==> src/rtl/pipe_hazard_ctrl.sv <==
// Hazard and pipeline control for a 5-stage in-order RISC-V style core:
// E/M/W stage tracking, load-use bubbles, branch flush, memory freeze and forwarding selects.
module pipe_hazard_ctrl #(
  parameter int unsigned RA_W       = 5,
  parameter int unsigned STRB_W     = 4,
  parameter int unsigned LU_BUBBLES = 1
) (
  input  logic              clk,
  input  logic              rst,
  input  logic              d_valid,
  input  logic [4:0]        opcode,
  input  logic [2:0]        f3,
  input  logic              f7,
  input  logic [RA_W-1:0]   rs1,
  input  logic [RA_W-1:0]   rs2,
  input  logic [RA_W-1:0]   rd,
  input  logic              alu_out,
  input  logic              dm_ready,
  output logic              stall,
  output logic              flush,
  output logic              next_pc_sel,
  output logic              D_rs1_data_sel,
  output logic              D_rs2_data_sel,
  output logic [1:0]        E_rs1_data_sel,
  output logic [1:0]        E_rs2_data_sel,
  output logic              E_jb_op1_sel,
  output logic              E_alu_op1_sel,
  output logic              E_alu_op2_sel,
  output logic [4:0]        E_op,
  output logic [2:0]        E_f3,
  output logic              E_f7,
  output logic [STRB_W-1:0] M_dm_w_en,
  output logic              W_wb_en,
  output logic [RA_W-1:0]   W_rd_index,
  output logic              W_wb_data_sel,
  output logic [15:0]       stall_count
);

  localparam int unsigned OP_W  = 5;
  localparam int unsigned CNT_W = 2;
  localparam int unsigned SC_W  = 16;

  localparam logic [OP_W-1:0] OP_LOAD  = 5'b00000;
  localparam logic [OP_W-1:0] OP_IMM   = 5'b00100;
  localparam logic [OP_W-1:0] OP_AUIPC = 5'b00101;
  localparam logic [OP_W-1:0] OP_STORE = 5'b01000;
  localparam logic [OP_W-1:0] OP_REG   = 5'b01100;
  localparam logic [OP_W-1:0] OP_BR    = 5'b11000;
  localparam logic [OP_W-1:0] OP_JALR  = 5'b11001;
  localparam logic [OP_W-1:0] OP_JAL   = 5'b11011;

  typedef enum logic [1:0] {RUN, LU_STALL, FREEZE} state_t;

  function automatic logic uses_rs1(input logic [OP_W-1:0] op);
    return op inside {OP_BR, OP_LOAD, OP_STORE, OP_IMM, OP_REG, OP_JALR};
  endfunction

  function automatic logic uses_rs2(input logic [OP_W-1:0] op);
    return op inside {OP_BR, OP_STORE, OP_REG};
  endfunction

  function automatic logic writes_rd(input logic v, input logic [OP_W-1:0] op,
                                     input logic [RA_W-1:0] r);
    return v && (op != OP_STORE) && (op != OP_BR) && (r != '0);
  endfunction

  state_t state_q, state_d, ret_q, ret_d, eff_state;

  logic              e_valid, e_f7;
  logic [OP_W-1:0]   e_op;
  logic [2:0]        e_f3;
  logic [RA_W-1:0]   e_rs1, e_rs2, e_rd;
  logic              m_valid;
  logic [OP_W-1:0]   m_op;
  logic [1:0]        m_sz;
  logic [RA_W-1:0]   m_rd;
  logic              w_valid;
  logic [OP_W-1:0]   w_op;
  logic [RA_W-1:0]   w_rd;
  logic [CNT_W-1:0]  cnt_q;
  logic [SC_W-1:0]   stall_cnt_q;

  logic take, load_use, m_wr, w_wr, e_use1, e_use2;
  logic stall_i, flush_i, adv, e_from_d, cnt_load, cnt_dec;
  logic [STRB_W-1:0] strb;

  assign m_wr   = writes_rd(m_valid, m_op, m_rd);
  assign w_wr   = writes_rd(w_valid, w_op, w_rd);
  assign e_use1 = uses_rs1(e_op);
  assign e_use2 = uses_rs2(e_op);

  assign take = e_valid && dm_ready &&
                (((e_op == OP_BR) && alu_out) || (e_op == OP_JAL) || (e_op == OP_JALR));

  assign load_use = e_valid && (e_op == OP_LOAD) && d_valid && (e_rd != '0) &&
                    ((uses_rs1(opcode) && (rs1 == e_rd)) ||
                     (uses_rs2(opcode) && (rs2 == e_rd)));

  // A release cycle behaves exactly like the state that was frozen
  assign eff_state = (state_q == FREEZE) ? ret_q : state_q;

  always_ff @(posedge clk or negedge rst) begin
    if (!rst) begin
      state_q <= RUN;
      ret_q   <= RUN;
    end else begin
      state_q <= state_d;
      ret_q   <= ret_d;
    end
  end

  always_comb begin
    state_d = state_q;
    ret_d   = ret_q;
    if (!dm_ready) begin
      state_d = FREEZE;
      ret_d   = eff_state;
    end else begin
      case (eff_state)
        LU_STALL: state_d = (cnt_q <= CNT_W'(1)) ? RUN : LU_STALL;
        default:  state_d = (!take && load_use && (LU_BUBBLES > 1)) ? LU_STALL : RUN;
      endcase
    end
  end

  // Pipeline control; taken branch beats load-use
  always_comb begin
    stall_i  = 1'b0;
    flush_i  = 1'b0;
    adv      = 1'b0;
    e_from_d = 1'b0;
    cnt_load = 1'b0;
    cnt_dec  = 1'b0;
    if (!dm_ready) begin
      stall_i = 1'b1;
    end else begin
      adv = 1'b1;
      case (eff_state)
        LU_STALL: begin
          stall_i = 1'b1;
          cnt_dec = 1'b1;
        end
        default: begin
          if (take) begin
            flush_i = 1'b1;
          end else if (load_use) begin
            stall_i  = 1'b1;
            cnt_load = 1'b1;
          end else begin
            e_from_d = 1'b1;
          end
        end
      endcase
    end
  end

  assign stall       = stall_i && rst;
  assign flush       = flush_i;
  assign next_pc_sel = take;

  // Stage registers; E takes a bubble whenever D is not issued
  always_ff @(posedge clk or negedge rst) begin
    if (!rst) begin
      e_valid <= 1'b0; e_op <= OP_IMM; e_f3 <= '0; e_f7 <= 1'b0;
      e_rs1   <= '0;   e_rs2 <= '0;    e_rd <= '0;
      m_valid <= 1'b0; m_op <= OP_IMM; m_sz <= '0; m_rd <= '0;
      w_valid <= 1'b0; w_op <= OP_IMM; w_rd <= '0;
    end else if (adv) begin
      m_valid <= e_valid; m_op <= e_op; m_sz <= e_f3[1:0]; m_rd <= e_rd;
      w_valid <= m_valid; w_op <= m_op; w_rd <= m_rd;
      if (e_from_d) begin
        e_valid <= d_valid; e_op <= opcode; e_f3 <= f3; e_f7 <= f7;
        e_rs1   <= rs1;     e_rs2 <= rs2;   e_rd <= rd;
      end else begin
        e_valid <= 1'b0; e_op <= OP_IMM; e_f3 <= '0; e_f7 <= 1'b0;
        e_rs1   <= '0;   e_rs2 <= '0;    e_rd <= '0;
      end
    end
  end

  always_ff @(posedge clk or negedge rst) begin
    if (!rst) begin
      cnt_q       <= '0;
      stall_cnt_q <= '0;
    end else begin
      if (cnt_load) begin
        cnt_q <= CNT_W'(LU_BUBBLES - 1);
      end else if (cnt_dec && (cnt_q != '0)) begin
        cnt_q <= cnt_q - CNT_W'(1);
      end
      if (stall && (stall_cnt_q != '1)) begin
        stall_cnt_q <= stall_cnt_q + SC_W'(1);
      end
    end
  end

  assign stall_count = stall_cnt_q;

  // Forwarding: M beats W, only for sources the instruction actually reads
  assign E_rs1_data_sel = (e_use1 && m_wr && (m_rd == e_rs1)) ? 2'd1 :
                          (e_use1 && w_wr && (w_rd == e_rs1)) ? 2'd0 : 2'd2;
  assign E_rs2_data_sel = (e_use2 && m_wr && (m_rd == e_rs2)) ? 2'd1 :
                          (e_use2 && w_wr && (w_rd == e_rs2)) ? 2'd0 : 2'd2;
  assign D_rs1_data_sel = uses_rs1(opcode) && w_wr && (w_rd == rs1);
  assign D_rs2_data_sel = uses_rs2(opcode) && w_wr && (w_rd == rs2);

  assign E_alu_op1_sel = (e_op == OP_AUIPC) || (e_op == OP_JAL) || (e_op == OP_JALR);
  assign E_alu_op2_sel = !((e_op == OP_REG) || (e_op == OP_BR));
  assign E_jb_op1_sel  = !((e_op == OP_JAL) || (e_op == OP_BR));
  assign E_op          = e_op;
  assign E_f3          = e_f3;
  assign E_f7          = e_f7;

  always_comb begin
    strb = '0;
    if (m_valid && (m_op == OP_STORE)) begin
      case (m_sz)
        2'b00:   strb = STRB_W'(1);
        2'b01:   strb = STRB_W'(3);
        2'b10:   strb = STRB_W'(15);
        default: strb = '1;
      endcase
    end
  end

  assign M_dm_w_en     = strb;
  assign W_wb_en       = w_wr;
  assign W_rd_index    = w_rd;
  assign W_wb_data_sel = (w_op != OP_LOAD);

endmodule
==> config.mk <==
export PLATFORM = sky130hd
export DESIGN_NAME = pipe_hazard_ctrl
export DESIGN_NICKNAME = d
export VERILOG_FILES = /design/src/rtl/pipe_hazard_ctrl.sv
export SDC_FILE = /design/constraint.sdc
export NUM_CORES = 1
export LEC_CHECK = 0
export ABC_AREA = 1
export CAP_MARGIN = 25
export CORE_UTILIZATION = 45
export CTS_CLUSTER_DIAMETER = 120
export DETAILED_ROUTE_END_ITERATION = 8
export PLACE_DENSITY = 0.82
export REMOVE_ABC_BUFFERS = 1
export SKIP_LAST_GASP = 1
export SLEW_MARGIN = 10
export SYNTH_ARGS = -nofsm -noshare
export SYNTH_HDL_FRONTEND = slang
export SYNTH_SLANG_ARGS = --single-unit
==> constraint.sdc <==
create_clock -name clk -period 2 [get_ports clk]
set_input_delay 0.4 -clock clk [delete_from_list [all_inputs] [get_ports clk]]
set_output_delay 0.4 -clock clk [all_outputs]
set_load 0.03 [all_outputs]
======== After elaboration in Yosys (flattened, before gate mapping) ========
Index checks and enable logic that the tools add are counted.
word-level totals
  word-level logic and storage cells ...... 137
  flip-flop bits (word level) ............. 71
  bits of input ports ..................... 29
  output and inout bits ................... 48
cells by class
  equal/unequal tests ..................... 29
  $add $sub $neg .......................... 2
  $lt $le $gt $ge ......................... 1
  reduce and logical (&&, ||, !) cells .... 53
  muxes and demuxes ....................... 34
operator list
  cell                     number
  $eq A5 B5 Y1             8
  $logic_and A1 B1 Y1      31
  $eq A5 B4 Y1 const B     5
  $eq A5 B5 Y1 const B     5
  $mux W5                  4
  $reduce_bool A5 Y1       4
  $mux W1                  19
  $add A16 B1 Y16 const B  1
  $mux W2                  8
  $ne A16 B16 Y1 const B   1
  $eq A5 B3 Y1 const B     3
  $reduce_bool A6 Y1       2
  $logic_not A5 Y1         2
  $ne A5 B4 Y1 const B     2
  $ne A5 B5 Y1 const B     2
  $pmux W4 S2              1
  $logic_or A1 B1 Y1       7
  $reduce_bool A3 Y1       2
  $eq A2 B1 Y1 const B     2
  $mux W4                  1
  $reduce_bool A2 Y1       2
  $mux W3                  1
  $eq A2 B2 Y1 const B     1
  $le A2 B1 Y1 const B     1
  3 further kinds          4

======== Depth between registers and ports, before layout ========
Gate-level depths: netlist (run 1).
  word-level depth ........................ 11
  mapped depth ............................ 13

======== Worst setup path before layout (run 1) ========
Ideal clock, no wire load.
  kind .................................... register to output
  from .................................... register e_op[1] (netlist: E_op[1])
  to ...................................... output stall
  cell stages (with the launch flop) ...... 9
  arrival time ............................ 2.122 ns
  required time ........................... 1.600 ns
  path buffers ............................ 1
  setup slack ............................. -0.522 ns
  cells stage by stage .................... dfrtp_1 -> inv_1 -> nand2_1 -> nor3_1 -> nand4_1 -> nor2_1 -> nand2_2 -> buf_2 -> a21boi_0
between the ends
  cells in the longest elaborated chain, start to end .. 10
  elaborated cells between the ends (all ways) .. 17
  those cells by class .................... 3 x eq/ne; 4 x mux; 10 x reduce/logical
RTL lines
  item                               RTL line  source
  from (decl)                        70        logic [OP_W-1:0] e_op;
  from (signal assigned)             164       e_valid <= 1'b0; e_op <= OP_IMM; e_f3 <= '0; e_f7 <= 1'b0;
  from (signal assigned)             172       e_valid <= d_valid; e_op <= opcode; e_f3 <= f3; e_f7 <= f7;
  from (signal assigned)             175       e_valid <= 1'b0; e_op <= OP_IMM; e_f3 <= '0; e_f7 <= 1'b0;
  $logic_not A5 Y1                   95        assign load_use = e_valid && (e_op == OP_LOAD) && d_valid && (e_rd != '0) &&
  $logic_and A1 B1 Y1 (4 in series)  95
  $mux W1                            146       end else if (load_use) begin
  $mux W1 (*)                        144       if (take) begin
  $mux W1 (*)                        138       case (eff_state)
  $mux W1 (*)                        134       if (!dm_ready) begin
  $logic_and A1 B1 Y1 (*)            157       assign stall = stall_i && rst;
  to (decl)                          19        output logic stall,
Every way passes the cells marked *; elsewhere a longest branch is shown, timed or not.

======== Worst setup path after layout (run 1) ========
  from .................................... register w_rd[3] (netlist: W_rd_index[3])
  to ...................................... output D_rs2_data_sel
between the ends
  cells in the longest elaborated chain, start to end .. 4
  elaborated cells between the ends (all ways) .. 5
  those cells by class .................... 1 x eq/ne; 4 x reduce/logical
RTL lines
  item                     RTL line  source
  from (decl)              79        logic [RA_W-1:0] w_rd;
  from (signal assigned)   170       w_valid <= m_valid; w_op <= m_op; w_rd <= m_rd;
  $reduce_bool A5 Y1       64        return v && (op != OP_STORE) && (op != OP_BR) && (r != '0);
  $logic_and A1 B1 Y1      64
  $logic_and A1 B1 Y1      205       assign D_rs2_data_sel = uses_rs2(opcode) && w_wr && (w_rd == rs2);
  $logic_and A1 B1 Y1 (*)  205
  to (decl)                23        output logic D_rs2_data_sel,
Marks and branches as above.

==> run_results.csv, run 1 <==
group,metric,value,unit
outcome,status,"complete, but fails checks",
outcome,violations,"setup timing",
detailed_routing,dr.first_iter.drc_count,207,
detailed_routing,vias_per_cell,5.39,
cells_and_area,drive_gt1_frac,0.292,
floorplanning,core_area,0.00838,mm2
setup_path,max_stage_delay,0.40,ns
synth,synthArstFlopShare,1.00,
sta,rsz0062_at_grt,"true",
cells_and_area,fillerInstances,624,
detailed_routing,post_drt_wl_per_cell,15.8,um
detailed_routing,routed_wl,12900,um
synth,synth_ff_type,"dfrtp_1",
grt,grt_pass1_wl,20200,um
floorplanning,die_x,96.2,um
sta,whs,0.372,ns
cells_and_area,design_area,0.00614,mm2
placed_design,dpl_cell_area,0.00537,mm2
synth,synth_edf_count,0,
sta,finalHoldViolCount,0,
synth,postSynthAreaPerCell,7.63,um2
placed_design,gp_congestion,0.942,
detailed_routing,dr_total_vias,4391,
floorplanning,start_util,0.476,
detailed_routing,remaining_drc_errors,0,
floorplanning,die_area,0.00925,mm2
power,power_leakage,3.18,nW
run,drv_cap,0,
synth,synth.cell_area,0.00399,mm2
cts,clkTransAtPathRegs,0.08,ns
floorplanning,die_h,96.2,um
power,irDropWorstVdd,0.000343,V
cts,tritoncts,"yes",
setup_path,critPathCaptureType,"output port",
setup_path,worst-setup-path-type,"flop to output port",
setup_path,crit_slowest_cell,"dfrtp_1",
setup_path,r2r-start,"E_op[0]$_DFFE_PN0P_",
cts,htree_levels,3,
floorplanning,rows,33,
placed_design,place_ws,-0.489,ns
floorplanning,pin_count,77,
cells_and_area,final_cells,815,
synth,synth_warnings,0,
setup_path,critPathTopFamily,"buffers and inverters",
setup_path,regToRegSetupSlack,0.02,ns
cells_and_area,area_delta_synth_final,53.9,%
setup_path,critPathBufInv,4,
detailed_routing,first_pass_iters,5,
placed_design,dp.cells,766,
synth,synth-seq-cells,71,
sta,maxSlewViolCount,0,
cts,clockBufferDepth,2,
power,p_total,4.80,mW
sta,tns,-1.92,ns
setup_path,cp.arrival,1.88,ns
synth,synth_cell_types,31,
cts,cts_sinks,71,
sta,max_freq,0.438,GHz
cts,clock_latency,0.36,ns
setup_path,ff2ff_path_depth,12,
setup_path,path_cells,"buf_4, buf_4, inv_1, nand2_1, a221o_1, nor4_2, buf_4",
setup_path,reg2reg_to,"stall_count[0]$_DFFE_PN0P_",
synth,yosysSeqAreaShare,0.446,
sta,tightest_slew,0.403,ns
power,pwr_density_cell,782,mW/mm2
detailed_routing,ant_nets,0,
placed_design,portBuffers,76,
worst_hold_path,hp-class,"input pin to flop",
grt,antenna_found_initial,0,
setup_path,required,1.60,ns
grt,grtUsageTotal,0.294,
sta,layout_setup_ws,-0.281,ns
sta,period_share,1.14,
cells_and_area,diodes,0,
setup_path,cpMostUsedCell,"buf_4",
sta,setup_viol,14,
sta,fin_skew,0.0120,ns
sta,fin_crit,2.28,ns
setup_path,start_kind,"flop",
worst_hold_path,hold_depth,3,
worst_hold_path,min_to,"e_rs1[4]$_DFFE_PN0P_",
sta,maxSlewHeadroom,0.731,
synth,synth_cells,523,
placed_design,dp_hpwl,8590,um
cells_and_area,final_core_util,0.732,
cells_and_area,fin_nets,737,
grt,grt_max_degree,31,
cts,root_buffer,"clkbuf_8",
setup_path,critical_path_peak_fanout,5,
grt,overflow,0,
worst_hold_path,min-delay-start,"rs1[4]",
grt,grt_pass1_vias,4238,
cts,cts_buffers,9,
[final cells by class]
cell class / instances / area [um2] / area share
multi-input cells: 369 / 2060 / 0.336
clock inverters: 5 / 104 / 0.0169
flip-flops and latches: 71 / 1780 / 0.290
inverters: 62 / 233 / 0.0379
repair buffers: 192 / 1680 / 0.273
clock buffers: 11 / 151 / 0.0247
well taps: 105 / 131 / 0.0214
[cell usage after synthesis (2+ instances only)]
master	number	area [um2]
nand2_1	162	608
dfrtp_1	68	1700
inv_1	61	229
o21ai_0	37	185
nand3_1	33	165
nor2_1	27	101
nand4_1	24	150
xor2_1	20	175
xnor2_1	19	166
nor3_1	15	75.1
clkbuf_1	12	45.0
o22ai_1	8	50.1
a21oi_1	7	35.0
buf_2	7	35.0
dfstp_2	3	78.8
ha_1	3	37.5
nand3_2	2	20.0
nor3_2	2	20.0
[power breakdown]
| part | switching, mW | internal, mW | leakage [nW] | total, mW |
|---|---|---|---|---|
| Clock | 0.588 | 0.897 | 0.130 | 1.48 |
| Sequential | 0.165 | 1.61 | 0.899 | 1.78 |
| Combinational | 0.838 | 0.701 | 2.16 | 1.54 |
[per-layer routing]
layer | vias to the layer above | wire, um | share of wire | GRT usage
met3 | 38 | 891 | 0.069 | 0.0561
met2 | 213 | 6830 | 0.53 | 0.515
met1 | 2102 | 4810 | 0.37 | 0.342
li1 | 2038 | - | - | -
met4 | 0 | 380 | 0.029 | 0.146
met5 | - | 0 | 0 | 0
[worst min-delay path, stage by stage]
cell and delay, ns:
dlymetal6s2s_1 0.15, inv_1 0.07, o21ai_0 0.08
[sequential cells by signal, indices dropped and copies added (netlist names), 2 cells and up]
name	count
stall_count	16
E_op	5
W_rd_index	5
e_rd	5
e_rs1	5
e_rs2	5
m_op	5
m_rd	5
w_op	5
E_f3	3
cnt_q	2
m_sz	2
ret_q	2
state_q	2
[worst max-delay path by stage]
stage	cells past startpoint	to	from
after global placement	10	stall	opcode[3]
after floorplan	5	M_dm_w_en[2]	m_op[0]$_DFFE_PN0P_
after detailed placement	13	stall_count[9]$_DFFE_PN0P_	opcode[3]
final	7	D_rs2_data_sel	W_rd_index[3]$_DFFE_PN0P_
after CTS	9	stall	E_op[0]$_DFFE_PN0P_
after global routing	9	stall	E_op[0]$_DFFE_PN0P_
[placed cells by master (no fill, tap or decap), drive strengths merged]
cell type and instances:
a221o 1, nand2 164, buf 133, dlymetal6s2s 15, inv 62, dfrtp 68
and2 1, o22ai 8, bufinv 3, nand3 36, dlygate4sd3 1, a21oi 7
o31ai 1, dlygate4sd2 7, nand4 24, clkdlybuf4s50 35, xnor2 19, ha 3
o21ai 38, clkinv 2, clkbuf 12, nor2 28, dfstp 3, nor4 1
nor3 17, xor2 20, a21boi 1
[what timing repair did]
action | CTS | global route
hold buffers | 1 | 0
setup buffers | 23 | 11
endpoints found under the setup margin | 41 | 57
hold endpoints to repair | 6 | 0
resized for setup | 74 | 46
cloned | 0 | 0
pin swaps | 17 | 19
[logic make-up (layout without fill, tap and decap cells)]
family,Yosys count,after routing,share of synthesized area
DFF,71,71,0.446
buffers and inverters,83,270,0.0831
AOI/OAI and AO/OA,56,56,0.0753
and+or+nand+nor,271,271,0.300
adders and majority gates,3,3,0.00941
xor gates and xnor gates,39,39,0.0856
(Power assumes the default switching activity.)
==> run 2: changes to the inputs <==
--- a/config.mk
+++ b/config.mk
@@ -7,6 +7,7 @@
 export LEC_CHECK = 0
 export ABC_AREA = 1
 export CAP_MARGIN = 25
+export CORE_MARGIN = 2
 export CORE_UTILIZATION = 45
 export CTS_CLUSTER_DIAMETER = 120
 export DETAILED_ROUTE_END_ITERATION = 8
==> constraint.sdc (replaced) <==
create_clock -name clk -period 2.42 [get_ports clk]
set_input_delay 0.484 -clock clk [delete_from_list [all_inputs] [get_ports clk]]
set_output_delay 0.484 -clock clk [all_outputs]
set_load 0.03 [all_outputs]
==> run 2 against run 1 <==
  * The flow now finishes without violations
  * Via count shrank 6.4%
  * Sequential share of layout area grew 3.6 points
  * Register-to-register slack gained 0.29 ns
  * Die area grew 4.2%
  * Sequential power shrank 17%
  * Sequential cell count is the same
  * Combinational power shrank 34%
  * Hold slack lost 0.36 ns
  * Final cell count shrank 7.4%
  * Final area shrank 11%
  * Critical endpoint is now E_rs2_data_sel[1]
==> run_results.csv, run 2 (synthesis gave the netlist of run 1 again) <==
group,metric,value,unit
grt,grt_util_met1,0.307,
detailed_routing,dr_total_vias,4108,
setup_path,worst-setup-path-type,"flop to output port",
power,power.switching,1.17,mW
setup_path,r2r-start,"stall_count[0]$_DFFE_PN0P_",
setup_path,critPathTopFamily,"simple AND/OR/NAND/NOR gates",
cells_and_area,final_cell_mix,"nand2_1, dfrtp_1, buf_4",
cells_and_area,mostFrequentLayoutCell,"nand2_1",
floorplanning,pin_count,77,
setup_path,critical_path_peak_fanout,5,
cts,root_buffer,"clkbuf_8",
grt,grt_max_degree,46,
power,irDropWorstVdd,0.000287,V
cells_and_area,fillerInstances,752,
setup_path,critPathCaptureType,"output port",
setup_path,cp-endpoint,"E_rs2_data_sel[1]",
sta,maxSlewViolCount,0,
placed_design,gp_congestion,0.963,
grt,overflow,0,
cts,cts_buffers,9,
floorplanning,rows,34,
sta,tightest_slew,0.579,ns
detailed_routing,dr.first_iter.drc_count,237,
power,p_int,2.40,mW
detailed_routing,ant_nets,0,
setup_path,max_stage_delay,0.46,ns
grt,grt_pass1_wl,18700,um
sta,maxSlewHeadroom,0.614,
setup_path,start_kind,"flop",
setup_path,timing.critical_path.from,"m_rd[2]$_DFFE_PN0P_",
grt,grtUsageMet2,0.414,
sta,setup_viol,0,
run,drv_cap,0,
sta,max_freq,0.421,GHz
power,seqPwrFrac,0.415,
floorplanning,start_util,0.460,
setup_path,required,1.94,ns
floorplanning,die_area,0.00964,mm2
floorplanning,die_h,98.2,um
power,pwr_density_cell,654,mW/mm2
detailed_routing,remaining_drc_errors,0,
power,power_leakage,2.71,nW
cells_and_area,final_cells,755,
cells_and_area,drive_gt1_frac,0.165,
setup_path,crit_slowest_cell,"dfrtp_1",
setup_path,regToRegSetupSlack,0.31,ns
outcome,status,"finished clean",
cts,htree_levels,3,
placed_design,dp.cells,732,
power,clock_power_share,0.300,
cells_and_area,area_delta_synth_final,36.8,%
floorplanning,core_area,0.00868,mm2
sta,rsz0062_at_grt,"true",
power,comb_power_share,0.286,
detailed_routing,post_drt_wl_per_cell,15.1,um
cts,clkTransAtPathRegs,0.08,ns
cts,cts_sinks,71,
cells_and_area,fin_nets,674,
placed_design,portBuffers,76,
floorplanning,die_x,98.2,um
grt,antenna_found_initial,0,
grt,grt_pass1_vias,4035,
setup_path,reg2reg_to,"stall_count[4]$_DFFE_PN0P_",
worst_hold_path,hp-class,"input pin to async pin",
grt,busiest_layer,"met2",
cells_and_area,diodes,0,
grt,grtUsageTotal,0.240,
cts,clock_latency,0.34,ns
sta,period_share,0.983,
setup_path,critPathBufInv,1,
sta,whs,0.00849,ns
sta,fin_crit,2.38,ns
cts,clockBufferDepth,2,
cts,tritoncts,"yes",
setup_path,path_cells,"nor3_1, nand3_1, nand3_1, nor2_1, nor2_1, clkdlybuf4s15_2",
cts,hold_buffers,0,
setup_path,ff2ff_path_depth,9,
detailed_routing,vias_per_cell,5.44,
detailed_routing,first_pass_iters,5,
detailed_routing,routed_wl,11400,um
setup_path,cp.depth,6,
sta,fin_skew,0.00791,ns
grt,use_met3,0.0429,
setup_path,cp.arrival,1.89,ns
placed_design,dp_hpwl,8140,um
power,swShare,0.329,
cells_and_area,largest_reg_flops,16,
sta,finalHoldViolCount,0,
run 2: worst min-delay path by stage:
stage | to | slack, ns
floorplan | E_f3[0]$_DFFE_PN0P_ | 0.19
detailed placement | stall_count[1]$_DFFE_PN0P_ | 0.38
global route | stall_count[4]$_DFFE_PN0P_ | 0.02
global placement | stall_count[2]$_DFFE_PN0P_ | 0.38
CTS | stall_count[9]$_DFFE_PN0P_ | 0.008
finish | stall_count[4]$_DFFE_PN0P_ | 0.008
run 2: layout make-up:
cell class                      instances  area (um2)  area share
Timing Repair Buffer                  129        1150       0.211
Clock buffer                           13         159      0.0291
Sequential cell                        71        1780       0.326
Inverter                               62         233      0.0426
Multi-Input combinational cell        369        1930       0.354
Clock inverter                          3        65.1      0.0119
Tap cell                              108         135      0.0248
run 2: worst reg2reg max path, delay by kind of cell, from the launching register on:
family / cells / cell delay [ns]
DFF: 1 / 0.45
and+or+nand+nor: 8 / 1.39
adders and majority gates: 1 / 0.23
run 2: what timing repair did:
action | CTS | global route
endpoints found under the hold margin | 0 | 0
pin swaps | 4 | 8
setup endpoints to repair | 12 | 9
resized for setup | 27 | 24
setup buffers | 2 | 5
run 2: through the flow:
step                      power [mW]  setup WS, ns   util  setup TNS, ns  cell area, um2
final                           3.57        0.0421  0.629              0            5460
after global routing            3.75       -0.0373  0.629         -0.137            5460
after CTS                       3.55        -0.106  0.621         -0.106            5390
after detailed placement        2.48        -0.240  0.591          -3.22            5130
after global placement          2.43        -0.185  0.591         -0.927            5130
after floorplan                 2.01        -0.224      -         -0.559            3890
run 2: power by group through the flow:
stage / clock (mW) / combinational, mW / sequential, mW
floorplan: 0 / 0.414 / 1.60
global placement: 0 / 0.941 / 1.49
detailed placement: 0 / 0.977 / 1.50
CTS: 1.09 / 0.989 / 1.48
global route: 1.13 / 1.11 / 1.50
finish: 1.07 / 1.02 / 1.48
run 2: per-layer routing:
| layer | up-vias | part of all wire |
|---|---|---|
| li1 | 1918 | - |
| met1 | 1999 | 0.42 |
| met2 | 167 | 0.51 |
| met3 | 24 | 0.052 |
| met4 | 0 | 0.025 |
| met5 | - | 0 |
==> run 3: changes to the inputs <==
--- a/config.mk
+++ b/config.mk
@@ -12,7 +12,6 @@
 export CTS_CLUSTER_DIAMETER = 120
 export DETAILED_ROUTE_END_ITERATION = 8
 export PLACE_DENSITY = 0.82
-export REMOVE_ABC_BUFFERS = 1
 export SKIP_LAST_GASP = 1
 export SLEW_MARGIN = 10
 export SYNTH_ARGS = -nofsm -noshare
==> run 3 against run 2 <==
  * Sequential cell count is the same
  * Clock power shrank 12%
  * Global-route usage shrank 0.89 points
  * Clock skew grew 0.0044 ns
  * Non-clock buffer count shrank 20
  * Via count shrank 6.3%
  * Maximum frequency shrank 0.80%
  * Hold slack gained 0.033 ns
  * Wire length shrank 6.3%
  * Largest cell class unchanged
==> run_results.csv, run 3 (synthesis gave the netlist of run 1 again) <==
group,metric,value,unit
outcome,status,"finished clean",
cts,htree_levels,3,
grt,grtUsageTotal,0.231,
detailed_routing,dr_total_vias,3849,
cells_and_area,drive_gt1_frac,0.132,
cts,clkTransAtPathRegs,0.07,ns
grt,grt_pass1_wl,18100,um
detailed_routing,routed_wl,10700,um
power,p_int,2.21,mW
sta,period_share,0.991,
sta,whs,0.0419,ns
setup_path,cpMostUsedCell,"nand2_1",
cts,clockBufferDepth,2,
placed_design,portBuffers,76,
sta,fin_skew,0.0123,ns
detailed_routing,met1Wirelength,4620,um
detailed_routing,post_drt_wl_per_cell,14.6,um
power,swShare,0.348,
floorplanning,die_h,98.2,um
power,pwr_density_cell,643,mW/mm2
sta,max_freq,0.417,GHz
detailed_routing,dr.first_iter.drc_count,210,
placed_design,dp.cells,718,
floorplanning,die_area,0.00964,mm2
placed_design,gp_congestion,0.937,
detailed_routing,maxUsedRoutingLayer,"met4",
setup_path,start_kind,"input pin",
setup_path,critPathCaptureType,"output port",
sta,tightest_slew,0.397,ns
power,irDropWorstVdd,0.000403,V
grt,overflow,0,
detailed_routing,vias_per_cell,5.24,
sta,maxSlewHeadroom,0.735,
power,seqPwrFrac,0.439,
setup_path,critPathTopFamily,"buffers and inverters",
cells_and_area,final_cells,735,
cts,tritoncts,"yes",
run,drv_cap,0,
detailed_routing,met3_length,636,um
grt,grt_pass1_vias,3856,
detailed_routing,ant_nets,0,
floorplanning,pin_count,77,
setup_path,cp.arrival,1.91,ns
power,comb_power_share,0.282,
setup_path,worst-setup-path-type,"input pin to output port",
cells_and_area,fin_nets,654,
cts,cts_sinks,71,
power,power.switching,1.18,mW
setup_path,required,1.94,ns
floorplanning,die_x,98.2,um
sta,finalHoldViolCount,0,
cells_and_area,largest_reg_flops,16,
synth,syn-num-nets,555,
cts,clock_latency,0.35,ns
sta,rsz0062_at_grt,"true",
cells_and_area,diodes,0,
setup_path,critPathBufInv,3,
detailed_routing,wl_met2,5230,um
floorplanning,rows,34,
cts,root_buffer,"clkbuf_8",
sta,fin_crit,2.40,ns
power,clock_power_share,0.278,
power,power_leakage,2.57,nW
floorplanning,core_area,0.00868,mm2
setup_path,critical_path_peak_fanout,3,
cells_and_area,mostFrequentLayoutCell,"nand2_1",
worst_hold_path,hp-class,"input pin to async pin",
setup_path,crit_slowest_cell,"clkdlybuf4s50_1",
detailed_routing,first_pass_iters,4,
grt,antenna_found_initial,0,
cells_and_area,final_cell_mix,"nand2_1, dfrtp_1, inv_1",
placed_design,dp_hpwl,7830,um
sta,maxSlewViolCount,0,
sta,setup_viol,0,
cts,cts_buffers,9,
floorplanning,start_util,0.460,
setup_path,max_stage_delay,0.52,ns
detailed_routing,remaining_drc_errors,0,
setup_path,path_cells,"clkdlybuf4s50_1, inv_1, nand2_1, nand2_1, nor2_1, nand2_1, o21ai_2, nand2_2, a21boi_2, buf_6",
cells_and_area,area_delta_synth_final,31.9,%
grt,grt_max_degree,45,
==> run 3: repair_timing <==
item	4_1_cts	5_1_grt
hold endpoints to repair	0	0
gates cloned	0	0
pin swaps	0	4
gates resized for setup	11	24
setup buffers	0	1
hold buffers	0	0
endpoints found under the setup margin	11	7
==> run 3: power by group through the flow <==
stage,Combinational [mW],Sequential (mW),Clock (mW)
2_1_floorplan,0.457,1.59,0
3_3_place_gp,0.916,1.49,0
3_5_place_dp,0.947,1.50,0
4_1_cts,0.949,1.48,0.955
5_1_grt,1.06,1.51,1.01
6_report,0.955,1.49,0.941
==> run 3: final cells by class <==
class	instances	area (um2)
well taps	108	135
clock inverters	6	62.6
inverters	62	233
multi-input cells	369	1920
flip-flops and latches	71	1780
repair buffers	109	1010
clock buffers	10	128
fillers	756	3410
==> run 3: metrics by stage <==
step	power [mW]	area, um2	util	TNS (ns)	setup slack, ns
after global placement	2.41	5050	0.582	-0.00618	-0.00618
after floorplan	2.04	4010	-	0	0.0487
after global routing	3.58	5260	0.607	-0.111	-0.0517
final	3.38	5260	0.607	0	0.0228
after detailed placement	2.45	5050	0.582	-0.186	-0.0351
after CTS	3.39	5230	0.603	-0.0855	-0.0855
==> run 3: metal layers <==
| metal | global-route usage | vias to the layer above |
|---|---|---|
| met5 | 0 | - |
| met4 | 0.0854 | 0 |
| met3 | 0.0394 | 20 |
| met2 | 0.386 | 142 |
| met1 | 0.302 | 1820 |
| li1 | - | 1867 |
==> run 3: final timing paths <==
check                                      startpoint                     endpoint  slack (ns)  depth (start not counted)
min in group clk                            opcode[1]          E_op[1]$_DFFE_PN0P_        0.44                          3
setup / recovery                               rs1[1]                        stall        0.02                         10
hold / removal                                    rst   stall_count[4]$_DFFE_PN0P_        0.04                          1
setup reg to reg           stall_count[0]$_DFFE_PN0P_  stall_count[14]$_DFFE_PN0P_        0.28                          9
hold reg to reg                   m_op[1]$_DFFE_PN0P_          w_op[1]$_DFFE_PN0P_        0.49                          2
max in group asynchronous                         rst          w_op[2]$_DFFE_PN1P_        1.18                          3
